--- config.mk ---
export PLATFORM = sky130hd
export DESIGN_NAME = eth_tx_framer
export DESIGN_NICKNAME = d
export VERILOG_FILES = /design/src/rtl/eth_tx_framer.sv
export SDC_FILE = /design/constraint.sdc
export NUM_CORES = 1
export LEC_CHECK = 0
export BUFFER_PORTS_ARGS = -buffer_cell sky130_fd_sc_hd__buf_2
export CORE_ASPECT_RATIO = 1.75
export CORE_MARGIN = 10
export CORE_UTILIZATION = 50
export DETAILED_ROUTE_END_ITERATION = 10
export PLACE_DENSITY = 0.78
export SKIP_CTS_REPAIR_TIMING = 1
export SYNTH_ARGS = -nofsm -noshare
export SYNTH_HDL_FRONTEND = slang
export SYNTH_SLANG_ARGS = --single-unit
--- constraint.sdc ---
create_clock -name clk -period 3.01 [get_ports clk]
set_input_delay 0.602 -clock clk [delete_from_list [all_inputs] [get_ports clk]]
set_output_delay 0.602 -clock clk [all_outputs]
set_load 0.03 [all_outputs]
--- src/rtl/eth_tx_framer.sv ---
// GMII transmit framer: wraps a streamed frame body with preamble/SFD, zero pad,
// CRC-32 FCS and inter-frame gap; flags truncated and underrun frames.
module eth_tx_framer #(
    parameter int unsigned MIN_LEN = 60,
    parameter int unsigned MAX_LEN = 1514,
    parameter int unsigned IFG_LEN = 12
) (
    input  logic        clk,
    input  logic        rst_n,
    input  logic [7:0]  i_data,
    input  logic        i_valid,
    input  logic        i_last,
    output logic        o_ready,
    output logic [7:0]  o_tx_data,
    output logic        o_tx_en,
    output logic        o_tx_er,
    output logic        o_busy,
    output logic        o_trunc,
    output logic        o_underrun,
    output logic [15:0] o_frame_cnt
);

    localparam int unsigned IFG_W = $clog2(IFG_LEN + 1);

    localparam logic [10:0]      MIN_LEN_C  = 11'(MIN_LEN);
    localparam logic [10:0]      MAX_LEN_C  = 11'(MAX_LEN);
    localparam logic [IFG_W-1:0] IFG_LAST_C = IFG_W'(IFG_LEN - 1);
    localparam logic [IFG_W-1:0] IFG_FULL_C = IFG_W'(IFG_LEN);
    localparam logic [IFG_W-1:0] IFG_ONE_C  = IFG_W'(1);
    localparam logic [31:0]      CRC_POLY_C = 32'hEDB8_8320;
    localparam logic [31:0]      CRC_INIT_C = 32'hFFFF_FFFF;

    typedef enum logic [2:0] {
        ST_IDLE  = 3'd0,
        ST_PRE   = 3'd1,
        ST_SFD   = 3'd2,
        ST_DATA  = 3'd3,
        ST_PAD   = 3'd4,
        ST_FCS   = 3'd5,
        ST_IFG   = 3'd6,
        ST_DRAIN = 3'd7
    } state_e;

    // Reflected CRC-32 update, one byte, LSB first.
    function automatic logic [31:0] crc32_byte(input logic [31:0] crc_in,
                                               input logic [7:0]  data);
        logic [31:0] c;
        c = crc_in;
        for (int i = 0; i < 8; i++) begin
            if ((c[0] ^ data[i]) == 1'b1) begin
                c = (c >> 1) ^ CRC_POLY_C;
            end else begin
                c = c >> 1;
            end
        end
        return c;
    endfunction

    state_e            state_q, state_d;
    logic [10:0]       byte_cnt_q, byte_cnt_d;
    logic [2:0]        pre_cnt_q, pre_cnt_d;
    logic [1:0]        fcs_idx_q, fcs_idx_d;
    logic [IFG_W-1:0]  ifg_cnt_q, ifg_cnt_d;
    logic [31:0]       crc_q, crc_d;
    logic              trunc_flag_q, trunc_flag_d;
    logic [15:0]       frame_cnt_q, frame_cnt_d;
    logic [7:0]        tx_data_q, tx_data_d;
    logic              tx_en_q, tx_en_d;
    logic              tx_er_q, tx_er_d;
    logic              trunc_q, trunc_d;
    logic              underrun_q, underrun_d;

    logic [10:0]       cnt_inc_s;
    logic [31:0]       crc_data_s;
    logic [31:0]       crc_pad_s;
    logic [31:0]       fcs_s;
    logic [7:0]        fcs_byte_s;

    assign cnt_inc_s  = byte_cnt_q + 11'd1;
    assign crc_data_s = crc32_byte(crc_q, i_data);
    assign crc_pad_s  = crc32_byte(crc_q, 8'h00);
    assign fcs_s      = ~crc_q;

    // FCS byte selector, least significant byte on the wire first.
    always_comb begin
        fcs_byte_s = 8'h00;
        case (fcs_idx_q)
            2'd0:    fcs_byte_s = fcs_s[7:0];
            2'd1:    fcs_byte_s = fcs_s[15:8];
            2'd2:    fcs_byte_s = fcs_s[23:16];
            default: fcs_byte_s = fcs_s[31:24];
        endcase
    end

    // Next-state and next-output decode; GMII outputs lead the state by one cycle.
    always_comb begin
        state_d      = state_q;
        byte_cnt_d   = byte_cnt_q;
        pre_cnt_d    = pre_cnt_q;
        fcs_idx_d    = fcs_idx_q;
        ifg_cnt_d    = ifg_cnt_q;
        crc_d        = crc_q;
        trunc_flag_d = trunc_flag_q;
        frame_cnt_d  = frame_cnt_q;
        tx_data_d    = 8'h00;
        tx_en_d      = 1'b0;
        tx_er_d      = 1'b0;
        trunc_d      = 1'b0;
        underrun_d   = 1'b0;

        case (state_q)
            ST_IDLE: begin
                crc_d        = CRC_INIT_C;
                byte_cnt_d   = 11'd0;
                pre_cnt_d    = 3'd0;
                fcs_idx_d    = 2'd0;
                ifg_cnt_d    = '0;
                trunc_flag_d = 1'b0;
                if (i_valid) begin
                    state_d   = ST_PRE;
                    tx_data_d = 8'h55;
                    tx_en_d   = 1'b1;
                end else begin
                    state_d   = ST_IDLE;
                end
            end

            ST_PRE: begin
                // The IDLE exit already launched the first preamble byte.
                tx_data_d = 8'h55;
                tx_en_d   = 1'b1;
                if (pre_cnt_q == 3'd5) begin
                    state_d = ST_SFD;
                end else begin
                    pre_cnt_d = pre_cnt_q + 3'd1;
                end
            end

            ST_SFD: begin
                tx_data_d = 8'hD5;
                tx_en_d   = 1'b1;
                state_d   = ST_DATA;
            end

            ST_DATA: begin
                if (i_valid) begin
                    tx_data_d  = i_data;
                    tx_en_d    = 1'b1;
                    byte_cnt_d = cnt_inc_s;
                    crc_d      = crc_data_s;
                    if (i_last) begin
                        if (cnt_inc_s < MIN_LEN_C) begin
                            state_d = ST_PAD;
                        end else begin
                            state_d = ST_FCS;
                        end
                    end else if (cnt_inc_s == MAX_LEN_C) begin
                        state_d      = ST_FCS;
                        trunc_flag_d = 1'b1;
                        trunc_d      = 1'b1;
                    end else begin
                        state_d = ST_DATA;
                    end
                end else begin
                    tx_en_d    = 1'b1;
                    tx_er_d    = 1'b1;
                    underrun_d = 1'b1;
                    ifg_cnt_d  = '0;
                    state_d    = ST_DRAIN;
                end
            end

            ST_PAD: begin
                tx_en_d    = 1'b1;
                byte_cnt_d = cnt_inc_s;
                crc_d      = crc_pad_s;
                if (cnt_inc_s == MIN_LEN_C) begin
                    state_d = ST_FCS;
                end else begin
                    state_d = ST_PAD;
                end
            end

            ST_FCS: begin
                tx_data_d = fcs_byte_s;
                tx_en_d   = 1'b1;
                if (fcs_idx_q == 2'd3) begin
                    state_d   = ST_IFG;
                    ifg_cnt_d = '0;
                    if (trunc_flag_q) begin
                        frame_cnt_d = frame_cnt_q;
                    end else begin
                        frame_cnt_d = frame_cnt_q + 16'd1;
                    end
                end else begin
                    fcs_idx_d = fcs_idx_q + 2'd1;
                end
            end

            ST_IFG: begin
                if (ifg_cnt_q == IFG_LAST_C) begin
                    if (trunc_flag_q) begin
                        state_d   = ST_DRAIN;
                        ifg_cnt_d = IFG_FULL_C;
                    end else begin
                        state_d   = ST_IDLE;
                    end
                end else begin
                    ifg_cnt_d = ifg_cnt_q + IFG_ONE_C;
                end
            end

            ST_DRAIN: begin
                // Gap keeps counting while the rest of the frame is discarded.
                if (ifg_cnt_q < IFG_FULL_C) begin
                    ifg_cnt_d = ifg_cnt_q + IFG_ONE_C;
                end else begin
                    ifg_cnt_d = ifg_cnt_q;
                end
                if (i_valid && i_last) begin
                    trunc_flag_d = 1'b0;
                    if (ifg_cnt_q >= IFG_LAST_C) begin
                        state_d = ST_IDLE;
                    end else begin
                        state_d = ST_IFG;
                    end
                end else begin
                    state_d = ST_DRAIN;
                end
            end

            default: begin
                state_d = ST_IDLE;
            end
        endcase
    end

    // State, datapath and registered GMII outputs.
    always_ff @(posedge clk or negedge rst_n) begin
        if (!rst_n) begin
            state_q      <= ST_IDLE;
            byte_cnt_q   <= 11'd0;
            pre_cnt_q    <= 3'd0;
            fcs_idx_q    <= 2'd0;
            ifg_cnt_q    <= '0;
            crc_q        <= CRC_INIT_C;
            trunc_flag_q <= 1'b0;
            frame_cnt_q  <= 16'd0;
            tx_data_q    <= 8'h00;
            tx_en_q      <= 1'b0;
            tx_er_q      <= 1'b0;
            trunc_q      <= 1'b0;
            underrun_q   <= 1'b0;
        end else begin
            state_q      <= state_d;
            byte_cnt_q   <= byte_cnt_d;
            pre_cnt_q    <= pre_cnt_d;
            fcs_idx_q    <= fcs_idx_d;
            ifg_cnt_q    <= ifg_cnt_d;
            crc_q        <= crc_d;
            trunc_flag_q <= trunc_flag_d;
            frame_cnt_q  <= frame_cnt_d;
            tx_data_q    <= tx_data_d;
            tx_en_q      <= tx_en_d;
            tx_er_q      <= tx_er_d;
            trunc_q      <= trunc_d;
            underrun_q   <= underrun_d;
        end
    end

    assign o_ready     = (state_q == ST_DATA) || (state_q == ST_DRAIN);
    assign o_busy      = (state_q != ST_IDLE);
    assign o_tx_data   = tx_data_q;
    assign o_tx_en     = tx_en_q;
    assign o_tx_er     = tx_er_q;
    assign o_trunc     = trunc_q;
    assign o_underrun  = underrun_q;
    assign o_frame_cnt = frame_cnt_q;

endmodule

==> results of run 1 <==
metal layers:
metal,global-route usage (%),up-vias,share of wire [%]
li1,-,2321,-
met3,3.99,63,7.1
met4,11.8,0,4.6
met2,37.2,235,53
met1,22.0,2480,36
met5,0,-,0
placed cells by master (no fill, tap or decap), types with 4 or more instances in the layout:
cell type,synthesis,final
sky130_fd_sc_hd__dfstp_2,32,32
sky130_fd_sc_hd__buf_4,5,31
sky130_fd_sc_hd__a21oi_1,38,38
sky130_fd_sc_hd__mux2i_1,4,4
sky130_fd_sc_hd__o31ai_1,4,4
sky130_fd_sc_hd__ha_1,11,11
sky130_fd_sc_hd__buf_2,7,40
sky130_fd_sc_hd__nand4_1,6,6
sky130_fd_sc_hd__a32oi_1,4,4
sky130_fd_sc_hd__nor2_1,70,70
sky130_fd_sc_hd__xor2_1,29,29
sky130_fd_sc_hd__dfrtp_1,51,51
sky130_fd_sc_hd__nand3_1,12,12
sky130_fd_sc_hd__nand2_1,63,63
sky130_fd_sc_hd__clkbuf_16,0,9
sky130_fd_sc_hd__inv_1,19,19
sky130_fd_sc_hd__xnor2_1,97,97
sky130_fd_sc_hd__nand3b_1,4,4
sky130_fd_sc_hd__a221oi_1,5,5
sky130_fd_sc_hd__o21a_1,8,8
sky130_fd_sc_hd__or3_1,4,4
sky130_fd_sc_hd__o22ai_1,15,15
sky130_fd_sc_hd__o221ai_1,9,9
sky130_fd_sc_hd__o21ai_0,39,39
sky130_fd_sc_hd__nor3_1,8,8
sky130_fd_sc_hd__and3_1,4,4
sky130_fd_sc_hd__o21bai_1,4,4
sky130_fd_sc_hd__nor2b_1,4,4
sky130_fd_sc_hd__o311ai_0,4,4
sky130_fd_sc_hd__a31oi_1,4,4
area by class of cell:
| cell class | instances | area [um^2] | area share [%] |
|---|---|---|---|
| Multi-Input combinational cell | 505 | 3450 | 52.8 |
| Sequential cell | 83 | 2120 | 32.5 |
| Timing Repair Buffer | 71 | 433 | 6.64 |
| Clock buffer | 12 | 236 | 3.62 |
| Tap cell | 135 | 169 | 2.59 |
| Inverter | 19 | 71.3 | 1.09 |
| Clock inverter | 4 | 51.3 | 0.786 |
report_power, final:
group	switching (mW)	internal, mW	total [mW]
Clock	0.451	0.644	1.10
Sequential	0.518	1.66	2.18
Combinational	3.58	2.86	6.44
Total	4.55	5.16	9.71
worst max path at each step:
stage,startpoint,end,cells past startpoint,slack [ps]
after global routing,byte_cnt_q[0],state_q[1],7,40
after floorplan,byte_cnt_q[0],state_q[1],7,550
final,byte_cnt_q[0],state_q[1],7,230
after global placement,byte_cnt_q[0],state_q[1],7,360
after detailed placement,byte_cnt_q[0],state_q[1],7,130
after CTS,byte_cnt_q[0],state_q[1],7,110
flip-flops by register name, summed over array words and instances (netlist names):
register      flops
o_frame_cnt      16
crc_q            32
o_tx_en           1
state_q           3
byte_cnt_q       11
o_trunc           1
o_underrun        1
o_tx_data         8
fcs_idx_q         2
pre_cnt_q         3
ifg_cnt_q         4
trunc_flag_q      1
cells by family (layout without fill, tap and decap cells):
group / after synthesis / after routing / synth area share, %
xor gates and xnor gates: 137 / 137 / 23.1
adders and majority gates: 11 / 11 / 2.37
and+or+nand+nor: 190 / 190 / 14.7
DFF: 83 / 83 / 36.5
AOI/OAI and AO/OA: 161 / 161 / 18.1
muxes: 6 / 6 / 1.08
buffers and inverters: 54 / 106 / 4.10
metrics by stage:
step	total power, mW	utilization (%)	hold slack, ps	worst slack [ps]	area [um^2]
2_1_floorplan	6.91	-	306	552	5800
4_1_cts	9.64	56.9	447	108	6520
6_report	9.71	57.0	391	234	6520
5_1_grt	10.3	57.0	467	39.3	6520
3_3_place_gp	8.31	54.4	457	356	6230
3_5_place_dp	8.48	54.4	463	134	6230
==> flow_summary.json, run 1 <==
{
  "regToRegStartpoint": "byte_cnt_q[0]",
  "rsz0062_at_grt": "false",
  "timing.critical_path.from_type": "register",
  "cts_h_tree_lvls": 3,
  "syn_area_per_cell_um2": 9.03,
  "dieWidth_um": 101,
  "synth_most_common_cell": "sky130_fd_sc_hd__xnor2_1",
  "clock-root-buffer": "sky130_fd_sc_hd__clkbuf_16",
  "drtAntennaViolNets": 0,
  "final_cells": 829,
  "ys_types": 67,
  "cap_violations": 0,
  "hpwlAfterDp_um": 12400,
  "max_freq_mhz": 360,
  "critical_path_arrival_ps": 3010,
  "floorplan.die_area_um2": 16500,
  "total_power_per_unit_cell_area_nw_per_um2": 1490,
  "grt_first_pass_wirelength_um": 27500,
  "port_buffers": 41,
  "final_nets": 712,
  "cp_top_family": "compound AO/OA/AOI/OAI gates",
  "number_of_design_rule_violations_left_after_detail_routing": 0,
  "design.core.area_um2": 11500,
  "slowest_stage": "sky130_fd_sc_hd__dfrtp_1",
  "placedCellCount": 812,
  "routed-via-count": 5099,
  "min_path_type": "input pin to asynchronous set/reset pin",
  "worst_ep_required_time_ps": 3240,
  "clock_tree.buffer_depth": 2,
  "post-synth-top-area-fraction_pct": 22.0,
  "tightest_slew_ps": 973,
  "cts.sinks": 83,
  "cts_made_buffers": 9,
  "worst_skew_pair_later_pin_latency_ps": 340,
  "grt_start_max_net_pins": 76,
  "number_of_global_route_vias_before_repair": 5325,
  "cp_endpoint_kind": "register",
  "cell_breakdown_of_the_critical_path": "ha_1 > nand3_1 > or3_1 > a2111oi_1 > o221ai_1 > a211o_1 > a31o_2",
  "fillers": 992,
  "depth_of_the_most_critical_reg_to_reg_path": 7,
  "ys_dominant_reg_cell": "sky130_fd_sc_hd__dfrtp_1",
  "slew_headroom_pct": 35.1,
  "post_drt_wl_per_cell_um": 20.6,
  "yosys_register_bits": 83,
  "totalWireLength_um": 17000,
  "drt-initial-drc-count": 422,
  "crit_path_max_fanout": 10,
  "regToRegSetupSlack_ps": 230,
  "ir_worst_vdd_mv": 0.721,
  "timing_max_transition_violations_final": 0,
  "grt.total_usage_pct": 20.9,
  "yosys-top-cells-count": "97 x sky130_fd_sc_hd__xnor2_1, 70 x sky130_fd_sc_hd__nor2_1, 63 x sky130_fd_sc_hd__nand2_1",
  "fin_worst_skew_ps": 9.21,
  "grt-ovfl-total": 0,
  "synth_area_leader_cell": "sky130_fd_sc_hd__dfrtp_1",
  "drt-vias-per-instance": 6.15,
  "synth_area_um2": 5800,
  "initial_antenna_violation_count": 0,
  "tritoncts": "built",
  "synth-edff-count": 0,
  "synth-async-reset-ratio_pct": 100,
  "antennaDiodeCount": 0,
  "hold_viol_final": 0,
  "cts.clk_slew.worst_paths_ps": 60,
  "p_leak_nw": 2.71,
  "fin_crit_sh_pct": 92.2,
  "timing.final.crit_period_ps": 2780,
  "finalWeightedCongestion": 1.01,
  "run_status": "complete, no violations",
  "critPathKind": "register to register",
  "die_h_um": 162,
  "biggest_cell_delay_along_the_critical_path_ps": 510,
  "netlist_top_cells_area": "sky130_fd_sc_hd__dfrtp_1 22%, sky130_fd_sc_hd__xnor2_1 15%, sky130_fd_sc_hd__dfstp_2 15%",
  "synth_seq_area_share_pct": 36.5,
  "critical_path.reg2reg.endpoint": "state_q[1]",
  "start_util_pct": 50.6,
  "critPathBufInv": 0,
  "mappedNetlistNets": 665,
  "ys_warn_count": 0,
  "drive_above_1_share_pct": 18.9,
  "setup_tns_ps": 0,
  "num_rows": 52,
  "drt_pre_antenna_iters": 6,
  "area_growth_pct": 12.6,
  "post_synth_inst_count": 642,
  "io_pins": 42,
  "setup_violations": 0
}
(Power assumes the default switching activity.)
==> run 2, diff against run 1 <==
CORE_MARGIN = 1.5   (was 10)
CORE_UTILIZATION = 40   (was 50)
PLACE_DENSITY = 0.67   (was 0.78)
==> flow_summary.json, run 2 (same netlist as run 1, synthesis figures left out) <==
{
  "worst_ep_required_time_ps": 3240,
  "number_of_design_rule_violations_left_after_detail_routing": 0,
  "cap_violations": 0,
  "num_rows": 58,
  "layout_commonest_cell": "sky130_fd_sc_hd__xnor2_1",
  "grt.met3_usage_pct": 3.89,
  "timing_max_transition_violations_final": 0,
  "run_status": "complete, no violations",
  "port_buffers": 41,
  "p_leak_nw": 2.71,
  "min_path_type": "input pin to asynchronous set/reset pin",
  "drive_above_1_share_pct": 19.0,
  "critPathKind": "register to register",
  "die_h_um": 162,
  "drt-initial-drc-count": 252,
  "finalWeightedCongestion": 0.988,
  "totalWireLength_um": 17000,
  "critical_path_arrival_ps": 2960,
  "worst_skew_pair_later_pin_latency_ps": 350,
  "setup_tns_ps": 0,
  "tritoncts": "built",
  "grt_use_met1_pct": 24.8,
  "initial_antenna_violation_count": 0,
  "timing.final.crit_period_ps": 2720,
  "setup_violations": 0,
  "timing.critical_path.from_type": "register",
  "max_freq_mhz": 367,
  "grt_most_used_layer": "met2",
  "grt_start_max_net_pins": 65,
  "antennaDiodeCount": 0,
  "cts_h_tree_lvls": 3,
  "area_growth_pct": 13.8,
  "largest_reg_flops": 32,
  "use_met2_pct": 40.6,
  "hpwlAfterDp_um": 12300,
  "total_power_per_unit_cell_area_nw_per_um2": 1470,
  "cts_made_buffers": 9,
  "cts.sinks": 83,
  "crit_path_max_fanout": 10,
  "post_drt_wl_per_cell_um": 19.5,
  "final_cell_mix": "97 x sky130_fd_sc_hd__xnor2_1, 70 x sky130_fd_sc_hd__nor2_1, 63 x sky130_fd_sc_hd__nand2_1",
  "floorplan.die_area_um2": 15200,
  "number_of_global_route_vias_before_repair": 5136,
  "placedCellCount": 858,
  "final_nets": 712,
  "grt-ovfl-total": 0,
  "tightest_slew_ps": 876,
  "design.core.area_um2": 14300,
  "ir_worst_vdd_mv": 0.883,
  "drt_pre_antenna_iters": 4,
  "fin_worst_skew_ps": 6.27,
  "grt.total_usage_pct": 23.3,
  "slew_headroom_pct": 41.4,
  "grt_first_pass_wirelength_um": 26700,
  "routed-via-count": 5067,
  "cts.clk_slew.worst_paths_ps": 60,
  "dieWidth_um": 94.0,
  "io_pins": 42,
  "clock-root-buffer": "sky130_fd_sc_hd__clkbuf_16",
  "drt-vias-per-instance": 5.80,
  "fin_crit_sh_pct": 90.5,
  "hold_viol_final": 0,
  "cp_endpoint_kind": "register",
  "rsz0062_at_grt": "false",
  "start_util_pct": 40.5,
  "regMostFlops": "crc_q",
  "drtAntennaViolNets": 0,
  "clock_tree.buffer_depth": 2,
  "final_cells": 874
}
[run 2: cell types whose count changed in the layout (fill, tap and decap cells not counted), sizes merged]
cell,change
clkbuf,-1
clkinv,+1
[run 2: area by class of cell]
| cell class | count | area (um^2) |
|---|---|---|
| multi-input combinational | 505 | 3450 |
| clock buffer | 11 | 233 |
| inverter | 19 | 71.3 |
| tap | 180 | 225 |
| clock inverter | 5 | 63.8 |
| fill | 1347 | 7700 |
| sequential | 83 | 2120 |
| timing repair buffer | 71 | 433 |
[run 2: worst max-delay path, stage by stage, from the launching register on]
cell                        delay (ps)
sky130_fd_sc_hd__dfrtp_1           500
sky130_fd_sc_hd__ha_1              330
sky130_fd_sc_hd__nand3_1           130
sky130_fd_sc_hd__or3_1             320
sky130_fd_sc_hd__a2111oi_0         520
sky130_fd_sc_hd__o221ai_1          270
sky130_fd_sc_hd__a211o_1           310
sky130_fd_sc_hd__a31o_2            240
[run 2: worst paths after layout]
| path | from | end | slack (ps) | cells past startpoint |
|---|---|---|---|---|
| min reg2reg | o_frame_cnt[15] | o_frame_cnt[15] | 470 | 1 |
| max | byte_cnt_q[0] | state_q[1] | 290 | 7 |
| max in group asynchronous | rst_n | crc_q[21] | 1910 | 2 |
| max reg2reg | byte_cnt_q[0] | state_q[1] | 290 | 7 |
| min in group clk | o_frame_cnt[15] | o_frame_cnt[15] | 470 | 1 |
| min | rst_n | o_tx_en | 340 | 1 |
[run 2: report_power, final]
| group | switching, mW | internal [mW] | total (mW) |
|---|---|---|---|
| combinational | 3.62 | 2.85 | 6.47 |
| clock | 0.460 | 0.648 | 1.11 |
| sequential | 0.486 | 1.66 | 2.14 |
| total | 4.57 | 5.16 | 9.73 |
[run 2: stage by stage]
| stage | worst slack (ps) | hold WS (ps) | total power [mW] | area, um^2 | utilization [%] |
|---|---|---|---|---|---|
| floorplan | 552 | 306 | 6.91 | 5800 | - |
| global placement | 344 | 454 | 8.38 | 6300 | 44.1 |
| detailed placement | 305 | 455 | 8.51 | 6300 | 44.1 |
| CTS | 290 | 389 | 9.68 | 6600 | 46.1 |
| global route | 176 | 429 | 10.3 | 6600 | 46.1 |
| finish | 286 | 343 | 9.73 | 6600 | 46.1 |
[run 2: layer usage]
metal / up-vias / wire length [um]
met5: - / 0
met1: 2453 / 6120
met3: 77 / 823
met4: 0 / 1130
li1: 2324 / -
met2: 213 / 8940
